--- src/rtl/fetch_align_if.sv ---
// ---------------------------------------------------------------------------
// fetch_align_if
//   Bundles every bus-level signal of the fetch/align stage into one interface.
//   Signal suffixes are written from the point of view of fetch_align.
//
//   Fetch side : fch_req_o, fch_addr_o, fch_ack_i, fch_rvalid_i, fch_rdata_i
//   Redirect   : redir_i, redir_pc_i
//   Decode side: inst_valid_o, inst_o, inst_pc_o, inst_com_o, inst_ready_i
//
//   master : the fetch_align view (drives requests and instructions)
//   slave  : the environment view (memory, branch unit, decoder)
// ---------------------------------------------------------------------------
interface fetch_align_if;
    logic        fch_req_o;
    logic [31:0] fch_addr_o;
    logic        fch_ack_i;
    logic        fch_rvalid_i;
    logic [31:0] fch_rdata_i;
    logic        redir_i;
    logic [31:0] redir_pc_i;
    logic        inst_valid_o;
    logic [31:0] inst_o;
    logic [31:0] inst_pc_o;
    logic        inst_com_o;
    logic        inst_ready_i;

    modport master (
        output fch_req_o, fch_addr_o, inst_valid_o, inst_o, inst_pc_o, inst_com_o,
        input  fch_ack_i, fch_rvalid_i, fch_rdata_i, redir_i, redir_pc_i, inst_ready_i
    );

    modport slave (
        input  fch_req_o, fch_addr_o, inst_valid_o, inst_o, inst_pc_o, inst_com_o,
        output fch_ack_i, fch_rvalid_i, fch_rdata_i, redir_i, redir_pc_i, inst_ready_i
    );
endinterface

--- src/rtl/fetch_align.sv ---
// ---------------------------------------------------------------------------
// fetch_align
//   Instruction fetch and alignment stage in front of the RV32IMAC decoder.
//   Issues word-aligned fetch requests, stores returned words as halfwords,
//   and hands the decoder one 16-bit or 32-bit instruction per handshake,
//   including 32-bit instructions that straddle a word boundary.
//
//   Ports:
//     clk_i  - clock, all state on the rising edge
//     rst_i  - synchronous active-low reset
//     bus    - fetch_align_if.master (fetch bus, redirect, decoder handshake)
//
//   The halfword buffer is a flat shift register: entry 0 (bits [15:0]) is
//   always the oldest halfword and every position at or above the fill count
//   holds zero, so appends can simply be OR-ed in at the fill position.
// ---------------------------------------------------------------------------
module fetch_align #(
    parameter logic [31:0] RESET_PC = 32'h0000_0000,
    parameter int          BUF_HW   = 6,
    parameter int          MAX_OUT  = 2
) (
    input  logic          clk_i,
    input  logic          rst_i,
    fetch_align_if.master bus
);
    localparam int BUFW = 16 * BUF_HW;
    localparam int CW   = $clog2(BUF_HW + 1);

    logic [BUFW-1:0] buf_q, buf_d;
    logic [CW-1:0]   hwCnt_q, hwCnt_d;
    logic [1:0]      outCnt_q, outCnt_d;
    logic [1:0]      drop_q, drop_d;
    logic            skip_q, skip_d;
    logic            run_q;
    logic [31:0]     addr_q, addr_d;
    logic [31:0]     pc_q, pc_d;

    logic [15:0] hw0, hw1;
    logic        isCom, instValid, consume, reqValid, ackFire;
    logic [31:0] appendData;
    int          popN, appendN, baseIdx, spaceNeed;

    assign hw0 = buf_q[15:0];
    assign hw1 = buf_q[31:16];

    // Anything whose two low bits are not 11 is a compressed instruction;
    // longer encodings are simply treated as 32-bit.
    assign isCom     = (hw0[1:0] != 2'b11);
    assign instValid = isCom ? (hwCnt_q != '0) : (int'(hwCnt_q) >= 2);
    assign consume   = instValid && bus.inst_ready_i;
    assign ackFire   = reqValid && bus.fch_ack_i;

    assign bus.inst_valid_o = instValid;
    assign bus.inst_o       = isCom ? {16'h0000, hw0} : {hw1, hw0};
    assign bus.inst_pc_o    = pc_q;
    assign bus.inst_com_o   = isCom && (hwCnt_q != '0);
    assign bus.fch_req_o    = reqValid;
    assign bus.fch_addr_o   = addr_q;

    // Only request when the live (non-dropped) in-flight words plus the
    // current fill still leave room for one more word in the buffer.
    always_comb begin
        spaceNeed = int'(hwCnt_q) + 2 * (int'(outCnt_q) - int'(drop_q)) + 2;
        reqValid  = run_q && (int'(outCnt_q) < MAX_OUT) && (spaceNeed <= BUF_HW);
    end

    // Next-state logic: a redirect wins over consume and response; the
    // outstanding count after this cycle becomes the number of words to drop.
    always_comb begin
        buf_d      = buf_q;
        hwCnt_d    = hwCnt_q;
        drop_d     = drop_q;
        skip_d     = skip_q;
        addr_d     = addr_q;
        pc_d       = pc_q;
        popN       = 0;
        appendN    = 0;
        appendData = '0;
        baseIdx    = 0;
        outCnt_d   = outCnt_q + {1'b0, ackFire} - {1'b0, bus.fch_rvalid_i};

        if (bus.redir_i) begin
            buf_d   = '0;
            hwCnt_d = '0;
            pc_d    = bus.redir_pc_i & ~32'd1;
            addr_d  = bus.redir_pc_i & ~32'd3;
            skip_d  = bus.redir_pc_i[1];
            drop_d  = outCnt_d;
        end else begin
            if (ackFire) begin
                addr_d = addr_q + 32'd4;
            end
            if (consume) begin
                popN = isCom ? 1 : 2;
                pc_d = pc_q + (isCom ? 32'd2 : 32'd4);
            end
            if (bus.fch_rvalid_i) begin
                if (drop_q != 2'd0) begin
                    drop_d = drop_q - 2'd1;
                end else if (skip_q) begin
                    appendN    = 1;
                    appendData = {16'h0000, bus.fch_rdata_i[31:16]};
                    skip_d     = 1'b0;
                end else begin
                    appendN    = 2;
                    appendData = bus.fch_rdata_i;
                end
            end
            baseIdx = int'(hwCnt_q) - popN;
            buf_d   = (buf_q >> (16 * popN)) | (BUFW'(appendData) << (16 * baseIdx));
            hwCnt_d = CW'(baseIdx + appendN);
        end
    end

    // State register; run_q holds off the first request until the cycle
    // after reset is released.
    always_ff @(posedge clk_i) begin
        if (!rst_i) begin
            buf_q    <= '0;
            hwCnt_q  <= '0;
            outCnt_q <= '0;
            drop_q   <= '0;
            skip_q   <= 1'b0;
            run_q    <= 1'b0;
            addr_q   <= RESET_PC & ~32'd3;
            pc_q     <= RESET_PC;
        end else begin
            buf_q    <= buf_d;
            hwCnt_q  <= hwCnt_d;
            outCnt_q <= outCnt_d;
            drop_q   <= drop_d;
            skip_q   <= skip_d;
            run_q    <= 1'b1;
            addr_q   <= addr_d;
            pc_q     <= pc_d;
        end
    end

    // Structural invariants of the counters and buffer.
    always_ff @(posedge clk_i) begin
        if (rst_i) begin
            assert (int'(outCnt_q) <= MAX_OUT);
            assert (drop_q <= outCnt_q);
            assert (int'(hwCnt_q) <= BUF_HW);
        end
    end
endmodule

--- src/flat_wrapper.sv ---
// flat-port wrapper written by rule: the top's interface ports become plain ports
module fetch_align_flat 
#(
    parameter logic [31:0] RESET_PC = 32'h0000_0000,
    parameter int          BUF_HW   = 6,
    parameter int          MAX_OUT  = 2
)
  (clk_i, rst_i, bus_fch_req_o, bus_fch_addr_o, bus_inst_valid_o, bus_inst_o, bus_inst_pc_o, bus_inst_com_o, bus_fch_ack_i, bus_fch_rvalid_i, bus_fch_rdata_i, bus_redir_i, bus_redir_pc_i, bus_inst_ready_i);
  fetch_align_if bus_i ();
  input  logic clk_i;
  input  logic rst_i;
  output wire logic [$bits(bus_i.fch_req_o)-1:0] bus_fch_req_o;
  output wire logic [$bits(bus_i.fch_addr_o)-1:0] bus_fch_addr_o;
  output wire logic [$bits(bus_i.inst_valid_o)-1:0] bus_inst_valid_o;
  output wire logic [$bits(bus_i.inst_o)-1:0] bus_inst_o;
  output wire logic [$bits(bus_i.inst_pc_o)-1:0] bus_inst_pc_o;
  output wire logic [$bits(bus_i.inst_com_o)-1:0] bus_inst_com_o;
  input wire logic [$bits(bus_i.fch_ack_i)-1:0] bus_fch_ack_i;
  input wire logic [$bits(bus_i.fch_rvalid_i)-1:0] bus_fch_rvalid_i;
  input wire logic [$bits(bus_i.fch_rdata_i)-1:0] bus_fch_rdata_i;
  input wire logic [$bits(bus_i.redir_i)-1:0] bus_redir_i;
  input wire logic [$bits(bus_i.redir_pc_i)-1:0] bus_redir_pc_i;
  input wire logic [$bits(bus_i.inst_ready_i)-1:0] bus_inst_ready_i;
  assign bus_fch_req_o = bus_i.fch_req_o;
  assign bus_fch_addr_o = bus_i.fch_addr_o;
  assign bus_inst_valid_o = bus_i.inst_valid_o;
  assign bus_inst_o = bus_i.inst_o;
  assign bus_inst_pc_o = bus_i.inst_pc_o;
  assign bus_inst_com_o = bus_i.inst_com_o;
  assign bus_i.fch_ack_i = bus_fch_ack_i;
  assign bus_i.fch_rvalid_i = bus_fch_rvalid_i;
  assign bus_i.fch_rdata_i = bus_fch_rdata_i;
  assign bus_i.redir_i = bus_redir_i;
  assign bus_i.redir_pc_i = bus_redir_pc_i;
  assign bus_i.inst_ready_i = bus_inst_ready_i;
  fetch_align #(.RESET_PC(RESET_PC), .BUF_HW(BUF_HW), .MAX_OUT(MAX_OUT)) u_core (.clk_i(clk_i), .rst_i(rst_i), .bus(bus_i));
endmodule
--- config.mk ---
export PLATFORM = sky130hd
export DESIGN_NAME = fetch_align_flat
export DESIGN_NICKNAME = d
export VERILOG_FILES = /design/src/rtl/fetch_align_if.sv /design/src/rtl/fetch_align.sv /design/src/flat_wrapper.sv
export SDC_FILE = /design/constraint.sdc
export NUM_CORES = 1
export LEC_CHECK = 0
export ABC_AREA = 0
export CORE_MARGIN = 5
export CORE_UTILIZATION = 40
export CTS_CLUSTER_SIZE = 28
export DETAILED_ROUTE_END_ITERATION = 7
export PLACE_DENSITY = 0.65
export RECOVER_POWER = 50
export SYNTH_ARGS = -nofsm -noshare
export SYNTH_HDL_FRONTEND = slang
export SYNTH_SLANG_ARGS = --single-unit
--- constraint.sdc ---
create_clock -name clk_i -period 4.15 [get_ports clk_i]
set_input_delay 0.6225 -clock clk_i [delete_from_list [all_inputs] [get_ports clk_i]]
set_output_delay 0.6225 -clock clk_i [all_outputs]
set_load 0.01 [all_outputs]
==> results.sh, run 1 <==
export IMPL_via_per_inst=5.84
export IMPL_leakage_nw=5.10
export IMPL_min_from="u_core.buf_q[26]$_SDFF_PP0_"
export IMPL_htreeDepth=4
export IMPL_cp_required_ns=3.53
export IMPL_cts_tree="built"
export IMPL_maxCapViolations=0
export IMPL_finalWeightedCongestion=0.858
export IMPL_num_io_pins=169
export IMPL_clkPwrFrac=0.316
export IMPL_hold_path_depth=2
export IMPL_final_max_slew_viol_count=0
export IMPL_drt_pass1_iter_count=7
export IMPL_timing_rr_end="u_core.bus.fch_addr_o[16]$_SDFFE_PN0P_"
export IMPL_timing_final_crit_period_ns=4.15
export IMPL_fin_skew_ns=0.0159
export IMPL_path_class="flip-flop to primary output"
export IMPL_avgSynthCellArea_sq_um=8.38
export IMPL_critical_path_startpoint="u_core.outCnt_q[0]$_SDFF_PN0_"
export IMPL_dp_hpwl_mm=22.5
export IMPL_fp_dieW_microns=166
export IMPL_holdWs_ns=0.500
export IMPL_routedWlPerCell_microns=20.3
export IMPL_ys_ff_latch=166
export IMPL_grt_pass1_vias=9355
export IMPL_fin_nets=1400
export IMPL_r2r_slack_ns=0.16
export IMPL_grt_pass1_wl_mm=52.0
export IMPL_netlist_area_sq_mm=0.00979
export IMPL_track_usage=0.230
export IMPL_clock_sinks=166
export IMPL_grt_max_degree=66
export IMPL_violations="negative setup slack"
export IMPL_core_area_sq_mm=0.0242
export IMPL_finalSetupTns_ns=-0.00219
export IMPL_insertion_delay_ns=0.44
export IMPL_die_y_microns=166
export IMPL_swShare=0.359
export IMPL_slew_headroom=0.0288
export IMPL_setup_violations=1
export IMPL_area_delta_synth_final_pct=27.6
export IMPL_start_util=0.404
export IMPL_p_switching_w=0.00182
export IMPL_ir_drop_uv=270
export IMPL_setup_slack_ns=-0.00219
export IMPL_placed_area_sq_mm=0.0118
export IMPL_ctsRootBufferMaster="clkbuf_16"
export IMPL_totalWireLength_mm=33.2
export IMPL_io_buffers=164
export IMPL_startpoint_type="flip-flop"
export IMPL_status="finished, violations left"
export IMPL_reg2reg_depth=17
export IMPL_synth_top_flop_cell="dfxtp_1"
export IMPL_dr_first_iter_drc_count=723
export IMPL_worstSetupEndpointType="primary output"
export IMPL_powerDensity_mw_per_mm2=405
export IMPL_synth_seq_area_share=0.339
export IMPL_rsz0062_at_grt="yes"
export IMPL_power_w=0.00505
export IMPL_synth_edff_count=0
export IMPL_clock_fmax_mhz=241
export IMPL_syn_inst=1168
export IMPL_comb_power_share=0.325
export IMPL_dieArea_sq_mm=0.0277
export IMPL_placementRows=57
export IMPL_design_area_sq_mm=0.0125
export IMPL_synthArstFlopShare=0
export IMPL_clock_path_buffers=2
export IMPL_synth_cell_types=66
export IMPL_intPower_w=0.00324
export IMPL_finalHoldViolations=0
export IMPL_min_path_type="flip-flop to flip-flop"
export IMPL_hold_end="u_core.buf_q[26]$_SDFF_PP0_"
export IMPL_crit_arrival_ns=3.53
export IMPL_cp_max_fo=4
export IMPL_yosysWarnings=0
export IMPL_path_clk_slew_ns=0.08
export IMPL_detail_route_antenna_nets=0
export IMPL_drive_gt1_frac=0.113
export IMPL_p_seq_frac=0.359
export IMPL_grt_overflow=0
export IMPL_vias=9572
export IMPL_period_share=1.00
export IMPL_worst_pin_slew_ns=1.46
export IMPL_cts_made_buffers=17
export IMPL_antenna_found_initial=0
export IMPL_r2r_start="u_core.outCnt_q[0]$_SDFF_PN0_"
export IMPL_diodes=0
export IMPL_drc=0
layer usage:
| layer | vias up | part of all wire | wire [microns] | GRT usage |
|---|---|---|---|---|
| li1 | 4558 | - | - | - |
| met1 | 4596 | 0.43 | 14300 | 0.294 |
| met2 | 354 | 0.47 | 15800 | 0.383 |
| met3 | 64 | 0.069 | 2300 | 0.0517 |
| met4 | 0 | 0.026 | 864 | 0.0800 |
| met5 | - | 0 | 0 | 0 |
repair_timing:
| action | in CTS | in global routing |
|---|---|---|
| resized for setup | 19 | 2 |
| setup buffers | 2 | 0 |
| endpoints found under the setup margin | 1 | 5 |
| pin swaps | 8 | 3 |
| hold buffers | 0 | 0 |
| hold endpoints to repair | 0 | 0 |
placed cells by master (no fill, tap or decap), types with 44 or more instances in the layout:
| master | synthesis | layout |
|---|---|---|
| dlygate4sd3_1 | 0 | 94 |
| dfxtp_1 | 166 | 165 |
| buf_4 | 19 | 53 |
| a21oi_1 | 106 | 104 |
| inv_1 | 49 | 44 |
| mux2i_1 | 55 | 55 |
| clkdlybuf4s50_1 | 0 | 69 |
| nor2_1 | 90 | 90 |
| nand2_1 | 49 | 49 |
cell usage after synthesis (14+ instances only):
cell,instances,share of area
dfxtp_1,166,0.34
a21oi_1,106,0.054
nor2_1,90,0.034
clkbuf_1,73,0.028
mux2i_1,55,0.056
inv_1,49,0.019
nand2_1,49,0.019
and3_1,40,0.026
nand3_1,40,0.020
o21ai_0,38,0.019
a22oi_1,37,0.028
mux2_2,30,0.034
and2_1,25,0.016
a211oi_1,23,0.018
a31oi_1,23,0.015
ha_1,23,0.029
xnor2_1,23,0.021
xor2_1,21,0.019
nand4_1,20,0.013
buf_4,19,0.015
nor3_1,19,0.0097
a221o_1,16,0.016
o2bb2ai_1,16,0.014
o22ai_1,15,0.0096
a221oi_1,14,0.013
worst max-delay path, cell delays in order (launching register included):
cell     delay (ns)
dfxtp_2        0.32
inv_2          0.04
ha_4           0.15
fa_1           0.49
inv_2          0.05
ha_4           0.26
ha_4           0.15
fa_2           0.19
inv_2          0.05
ha_4           0.14
or4b_4         0.51
or4_4          0.53
nand2_1        0.07
buf_2          0.14
how the worst max path moves through the flow:
stage,to,slack [ns],cells past startpoint
2_1_floorplan,u_core.buf_q[38]$_SDFF_PP0_,0.03,17
3_3_place_gp,bus_fch_req_o,-0.08,13
3_5_place_dp,bus_fch_req_o,-0.16,12
4_1_cts,bus_fch_req_o,-0.03,12
5_1_grt,bus_fch_req_o,-0.09,13
6_report,bus_fch_req_o,-0.002,13
registers in the layout, summed over array words and instances, names as in the netlist:
| register | cells |
|---|---|
| u_core.hwCnt_q | 3 |
| u_core.run_q | 1 |
| u_core.buf_q | 96 |
| u_core.bus.fch_addr_o | 30 |
| u_core.outCnt_q | 2 |
| u_core.skip_q | 1 |
| u_core.drop_q | 2 |
| u_core.bus.inst_pc_o | 31 |
cells by family (layout without fill, tap and decap cells):
family,after synthesis,after routing,share of synthesized area
AND/OR/NAND/NOR,333,333,0.177
multiplexers,85,85,0.0907
AO/OA/AOI/OAI,354,354,0.245
XOR/XNOR,44,44,0.0394
other,1,3,0.000383
buffers and inverters,157,302,0.0687
adder cells (fa/ha/maj),28,28,0.0396
flip-flops,166,166,0.339
power by group through the flow:
stage                     clock, W  combinational, W  sequential (W)
after floorplan                  0          0.000922         0.00184
after global placement           0           0.00153         0.00185
after detailed placement         0           0.00156         0.00185
after CTS                  0.00162           0.00165         0.00181
after global routing       0.00168           0.00178         0.00183
final                      0.00160           0.00164         0.00182
stage by stage:
| stage | util | cells | worst slack (ns) |
|---|---|---|---|
| 6_report | 0.515 | 1639 | -0.00219 |
| 5_1_grt | 0.515 | 1639 | -0.0877 |
| 4_1_cts | 0.515 | 1639 | -0.0306 |
| 3_5_place_dp | 0.488 | 1605 | -0.159 |
| 3_3_place_gp | 0.488 | 1605 | -0.0836 |
| 2_1_floorplan | - | 1170 | 0.0304 |
cell type report:
type,instances,area (sq um)
clock inverter,14,158
timing repair buffer,221,2070
fill,2301,11800
sequential,166,3320
inverter,49,184
clock buffer,18,439
tap,324,405
multi-input combinational,847,5920
Power figures use the tool's default switching activity.
==> run 2, diff against run 1 <==
Settings changed: CAP_MARGIN set to 20.
==> results of run 2 <==
Same layout as run 1: the final DEF is identical, and so are final timing and power.
